===== src/rtl/fetch_unit.sv =====
// fetch_unit: instruction fetch front end.
// Issues one instruction-memory read per PC value, captures the response into
// a one-entry output register and hands it to decode over valid/ready. It also
// steers the external PC register: increment after each accepted response, or
// jump when execute redirects.
//
// state | meaning
// ------+-------------------------------------------------------------
// IDLE  | first cycle after reset, nothing issued yet
// REQ   | read request presented at pc_in, waiting for mem_req_ready
// WAIT  | request accepted, waiting for the single response
// HOLD  | instruction captured, presented to decode until accepted
//
// discard marks a response that belongs to a path abandoned by a redirect
// while in WAIT; that response is dropped when it arrives.

module fetch_unit (
    input  logic        clk,
    input  logic        res_n,
    input  logic [31:0] pc_in,
    output logic        pc_enable,
    output logic        pc_mode,
    input  logic        redirect,
    output logic        mem_req_valid,
    input  logic        mem_req_ready,
    output logic [31:0] mem_req_addr,
    input  logic        mem_rsp_valid,
    input  logic [31:0] mem_rsp_data,
    output logic        instr_valid,
    input  logic        instr_ready,
    output logic [31:0] instr,
    output logic [31:0] instr_pc
);

    localparam logic PC_MODE_INCREMENT = 1'b0;
    localparam logic PC_MODE_JUMP      = 1'b1;

    typedef enum logic [1:0] {
        IDLE = 2'd0,
        REQ  = 2'd1,
        WAIT = 2'd2,
        HOLD = 2'd3
    } state_t;

    state_t      state_q;
    state_t      state_d;
    logic        discard_q;
    logic        discard_d;
    logic        capture;
    logic [31:0] instr_q;
    logic [31:0] instr_pc_q;

    // The PC register is only advanced by this block, so pc_in is stable for
    // the whole time a request is pending and can drive the address directly.
    assign mem_req_addr = pc_in;
    assign instr        = instr_q;
    assign instr_pc     = instr_pc_q;

    // State and discard flag registers.
    always_ff @(posedge clk or negedge res_n) begin
        if (!res_n) begin
            state_q   <= IDLE;
            discard_q <= 1'b0;
        end else begin
            state_q   <= state_d;
            discard_q <= discard_d;
        end
    end

    // Next state and control outputs; a redirect overrides every other action
    // in the cycle it is high and always yields a pure jump.
    always_comb begin
        state_d       = state_q;
        discard_d     = discard_q;
        capture       = 1'b0;
        pc_enable     = 1'b0;
        pc_mode       = PC_MODE_INCREMENT;
        mem_req_valid = 1'b0;
        instr_valid   = 1'b0;

        case (state_q)
            IDLE: begin
                state_d = REQ;
                if (redirect) begin
                    pc_enable = 1'b1;
                    pc_mode   = PC_MODE_JUMP;
                end
            end

            REQ: begin
                if (redirect) begin
                    pc_enable = 1'b1;
                    pc_mode   = PC_MODE_JUMP;
                    state_d   = REQ;
                end else begin
                    mem_req_valid = 1'b1;
                    if (mem_req_ready) begin
                        state_d = WAIT;
                    end
                end
            end

            WAIT: begin
                if (redirect) begin
                    pc_enable = 1'b1;
                    pc_mode   = PC_MODE_JUMP;
                    if (mem_rsp_valid) begin
                        // Response belongs to the old path: drop it now.
                        discard_d = 1'b0;
                        state_d   = REQ;
                    end else begin
                        // Response still in flight: remember to drop it.
                        discard_d = 1'b1;
                    end
                end else if (mem_rsp_valid) begin
                    if (discard_q) begin
                        discard_d = 1'b0;
                        state_d   = REQ;
                    end else begin
                        capture   = 1'b1;
                        pc_enable = 1'b1;
                        pc_mode   = PC_MODE_INCREMENT;
                        state_d   = HOLD;
                    end
                end
            end

            HOLD: begin
                if (redirect) begin
                    pc_enable = 1'b1;
                    pc_mode   = PC_MODE_JUMP;
                    state_d   = REQ;
                end else begin
                    instr_valid = 1'b1;
                    if (instr_ready) begin
                        state_d = REQ;
                    end
                end
            end

            default: begin
                state_d   = IDLE;
                discard_d = 1'b0;
            end
        endcase

        // Keep the PC register untouched while this block is held in reset.
        if (!res_n) begin
            pc_enable     = 1'b0;
            pc_mode       = PC_MODE_INCREMENT;
            mem_req_valid = 1'b0;
            instr_valid   = 1'b0;
        end
    end

    // Output register: instruction word and the PC it was read from. pc_in
    // still holds the request address here because the increment is issued
    // in this same cycle.
    always_ff @(posedge clk or negedge res_n) begin
        if (!res_n) begin
            instr_q    <= 32'd0;
            instr_pc_q <= 32'd0;
        end else if (capture) begin
            instr_q    <= mem_rsp_data;
            instr_pc_q <= pc_in;
        end
    end

endmodule


===== config.mk =====
export PLATFORM = sky130hd
export DESIGN_NAME = fetch_unit
export DESIGN_NICKNAME = d
export VERILOG_FILES = /design/src/rtl/fetch_unit.sv
export SDC_FILE = /design/constraint.sdc
export NUM_CORES = 1
export LEC_CHECK = 0
export CAP_MARGIN = 10
export CORE_MARGIN = 1
export CORE_UTILIZATION = 43
export DETAILED_ROUTE_END_ITERATION = 10
export HOLD_SLACK_MARGIN = 0.12
export PLACE_DENSITY = 0.86
export SLEW_MARGIN = 20
export SYNTH_ARGS = -nofsm -noshare
export SYNTH_HDL_FRONTEND = slang
export SYNTH_SLANG_ARGS = --single-unit

===== constraint.sdc =====
create_clock -name clk -period 3.2 [get_ports clk]
set_input_delay 0.64 -clock clk [delete_from_list [all_inputs] [get_ports clk]]
set_output_delay 0.64 -clock clk [all_outputs]
set_load 0.01 [all_outputs]

==> qor.csv <==
metric,value,unit
required,2560,ps
firstDrtPassIters,4,
hold_buffers,0,
grt_pass1_vias,2110,
syn_area,3250,sq um
diodes,0,
hold_depth,1,
ys_seq_area_frac,0.517,
core.rowCount,31,
rsz0062_at_grt,no,
drive_gt1_frac,0.260,
power.total,3740,uW
maxCapViolCount,0,
post_dp_cell_area,4710,sq um
routabilityCongestion,0.768,
status,"complete, no violations",
grt_max_degree,68,
dp_hpwl,5560,um
coreArea,7290,sq um
routed_wl,7430,um
routed_via_density,4.64,
critPathMaxFanout,9,
final_area,4910,sq um
worst-slew-pin-transition,820,ps
cts-root-buf,clkbuf_8,
numCtsBuffers,9,
syn_inst,202,
post_cts_buffers,0,
wl_per_cell,16.6,um
fmax,369,MHz
cts_tree,built,
ant_nets,0,
final_hold_viol_count,0,
fill_cells,570,
antenna_found_initial,1,
start_util,0.445,
fin_util,0.674,
dieArea,7900,sq um
min_period,2710,ps
timing.hold.ws,508,ps
peakVddDrop,0.355,mV
leakage,0.00217,uW
die_w,88.9,um
clk-insertion-delay-late,330,ps
setup_violations,0,
critPathLaunchType,input pin,
vias,2082,
ctsHtreeMaxLevel,3,
synth.avg_cell_area,16.1,sq um
power.density,761,nW/um^2
die_h,88.9,um
synth.distinct_cells,23,
ys_ff_latch,67,
relSlewSlack,0.453,
numClockSinks,67,
io_pins,170,
clockBufferDepth,2,
drc_errors,0,
portBuffers,169,
overflow,0,
r2r_cells,5,
finClkSkew,7.88,ps
syn_to_final_growth,51.4,%
r2r_start,state_q[0]$_DFFE_PN0P_,
num-nets-final,420,
cp-end-kind,output port,
drtIter0Drc,43,
r2r_slack,1190,ps
cts.reportedPaths.clkPinSlew,70,ps
finalCritPeriodShare,0.847,
holdCritPathClass,flop to flop,
ys_warn_count,0,
reg2reg_to,instr[6]$_DFFE_PN0P_,
grt_pass1_wl,10800,um
cp.arrival,2070,ps
synth_fp_nets,277,
post_cts_resized,0,
maxSlewViolCount,0,
min_to,instr_pc[2]$_DFFE_PN0P_,
hold_start,instr_pc[2]$_DFFE_PN0P_,
grt_use_total,0.187,
worst-setup-path-type,input pin to output port,
fin_setup_tns,0,ps
[routing by layer]
metal	track usage	vias to the layer above	wire length, um
met2	0.329	96	3860
met4	0.0748	2	73
met5	0	-	13
met3	0.0476	11	615
li1	-	949	-
met1	0.219	1024	2870
[kinds of logic after synthesis]
logic type,count (synthesis),share of synthesized area
flops,67,0.517
mux,64,0.291
buf+inv,47,0.130
compound gates,13,0.0289
simple gates,6,0.0143
fa+ha+maj,5,0.0193
[synth_stat cells (all sizes together)]
cell    count  share of area
a21oi       5         0.0077
inv         7         0.0089
and3        2         0.0046
o221ai      1         0.0027
a22oi       1         0.0023
a21o        1         0.0023
and4        1         0.0035
a31oi       1         0.0019
nor2b       1         0.0019
ha          5          0.019
o31a        1         0.0031
nand2b      1         0.0019
dfrtp      67           0.52
a32o        1         0.0031
o21a        1         0.0023
o311a       1         0.0035
mux2       64           0.29
and2        1         0.0023
buf        40           0.12
[flip-flops by register name, indices dropped and copies added, names as in the netlist]
register and count:
discard_q 1, instr 32, instr_pc 32, state_q 2
[through the flow]
step	setup slack (ps)	instances
after floorplan	1490	202
after global placement	526	433
after detailed placement	506	433
after CTS	495	449
after global routing	401	449
final	490	449
[critical path, stage by stage]
cell and delay (ps):
clkdlybuf4s50_1 580, inv_4 140, and3_2 180, clkdlybuf4s50_1 530
[cell usage in the layout, fill, tap and decap left out]
cell type	synthesis	routed
o21a_1	1	1
o311a_2	1	1
clkinv_4	0	2
and4_4	1	1
inv_1	6	6
ha_1	5	5
bufinv_16	0	1
nand2b_1	1	1
mux2_4	60	60
o31a_2	1	1
a22oi_1	1	1
mux2_2	4	4
dfrtp_1	67	67
inv_4	1	1
buf_12	7	2
a21oi_1	5	5
a32o_1	1	1
clkbuf_8	0	10
buf_4	32	1
clkinvlp_4	0	1
buf_2	0	1
clkdlybuf4s50_1	0	168
and2_2	1	1
and3_2	2	2
nor2b_1	1	1
o221ai_1	1	1
a31oi_1	1	1
a21o_1	1	1
clkinv_2	0	2
[how the worst max path moves through the flow]
stage / from / to / slack, ps / cells past startpoint
3_5_place_dp: redirect / mem_req_valid / 510 / 4
3_3_place_gp: redirect / pc_enable / 530 / 4
5_1_grt: redirect / pc_enable / 400 / 4
4_1_cts: redirect / mem_req_valid / 500 / 4
6_report: redirect / mem_req_valid / 490 / 4
2_1_floorplan: redirect / instr[0]$_DFFE_PN0P_ / 1490 / 6
[where the power goes]
part / internal [uW] / switching (uW)
clock network: 381 / 321
registers: 1180 / 198
logic: 1110 / 543
[layout make-up]
cell class,count,area (sq um),area share
Inverter,7,28.8,0.00586
Timing Repair Buffer,172,1730,0.353
Tap cell,99,124,0.0252
Clock inverter,6,65.1,0.0132
Clock buffer,10,138,0.0280
Multi-Input combinational cell,88,1150,0.234
Sequential cell,67,1680,0.341
No activity file was read; power rests on OpenSTA's default activity.
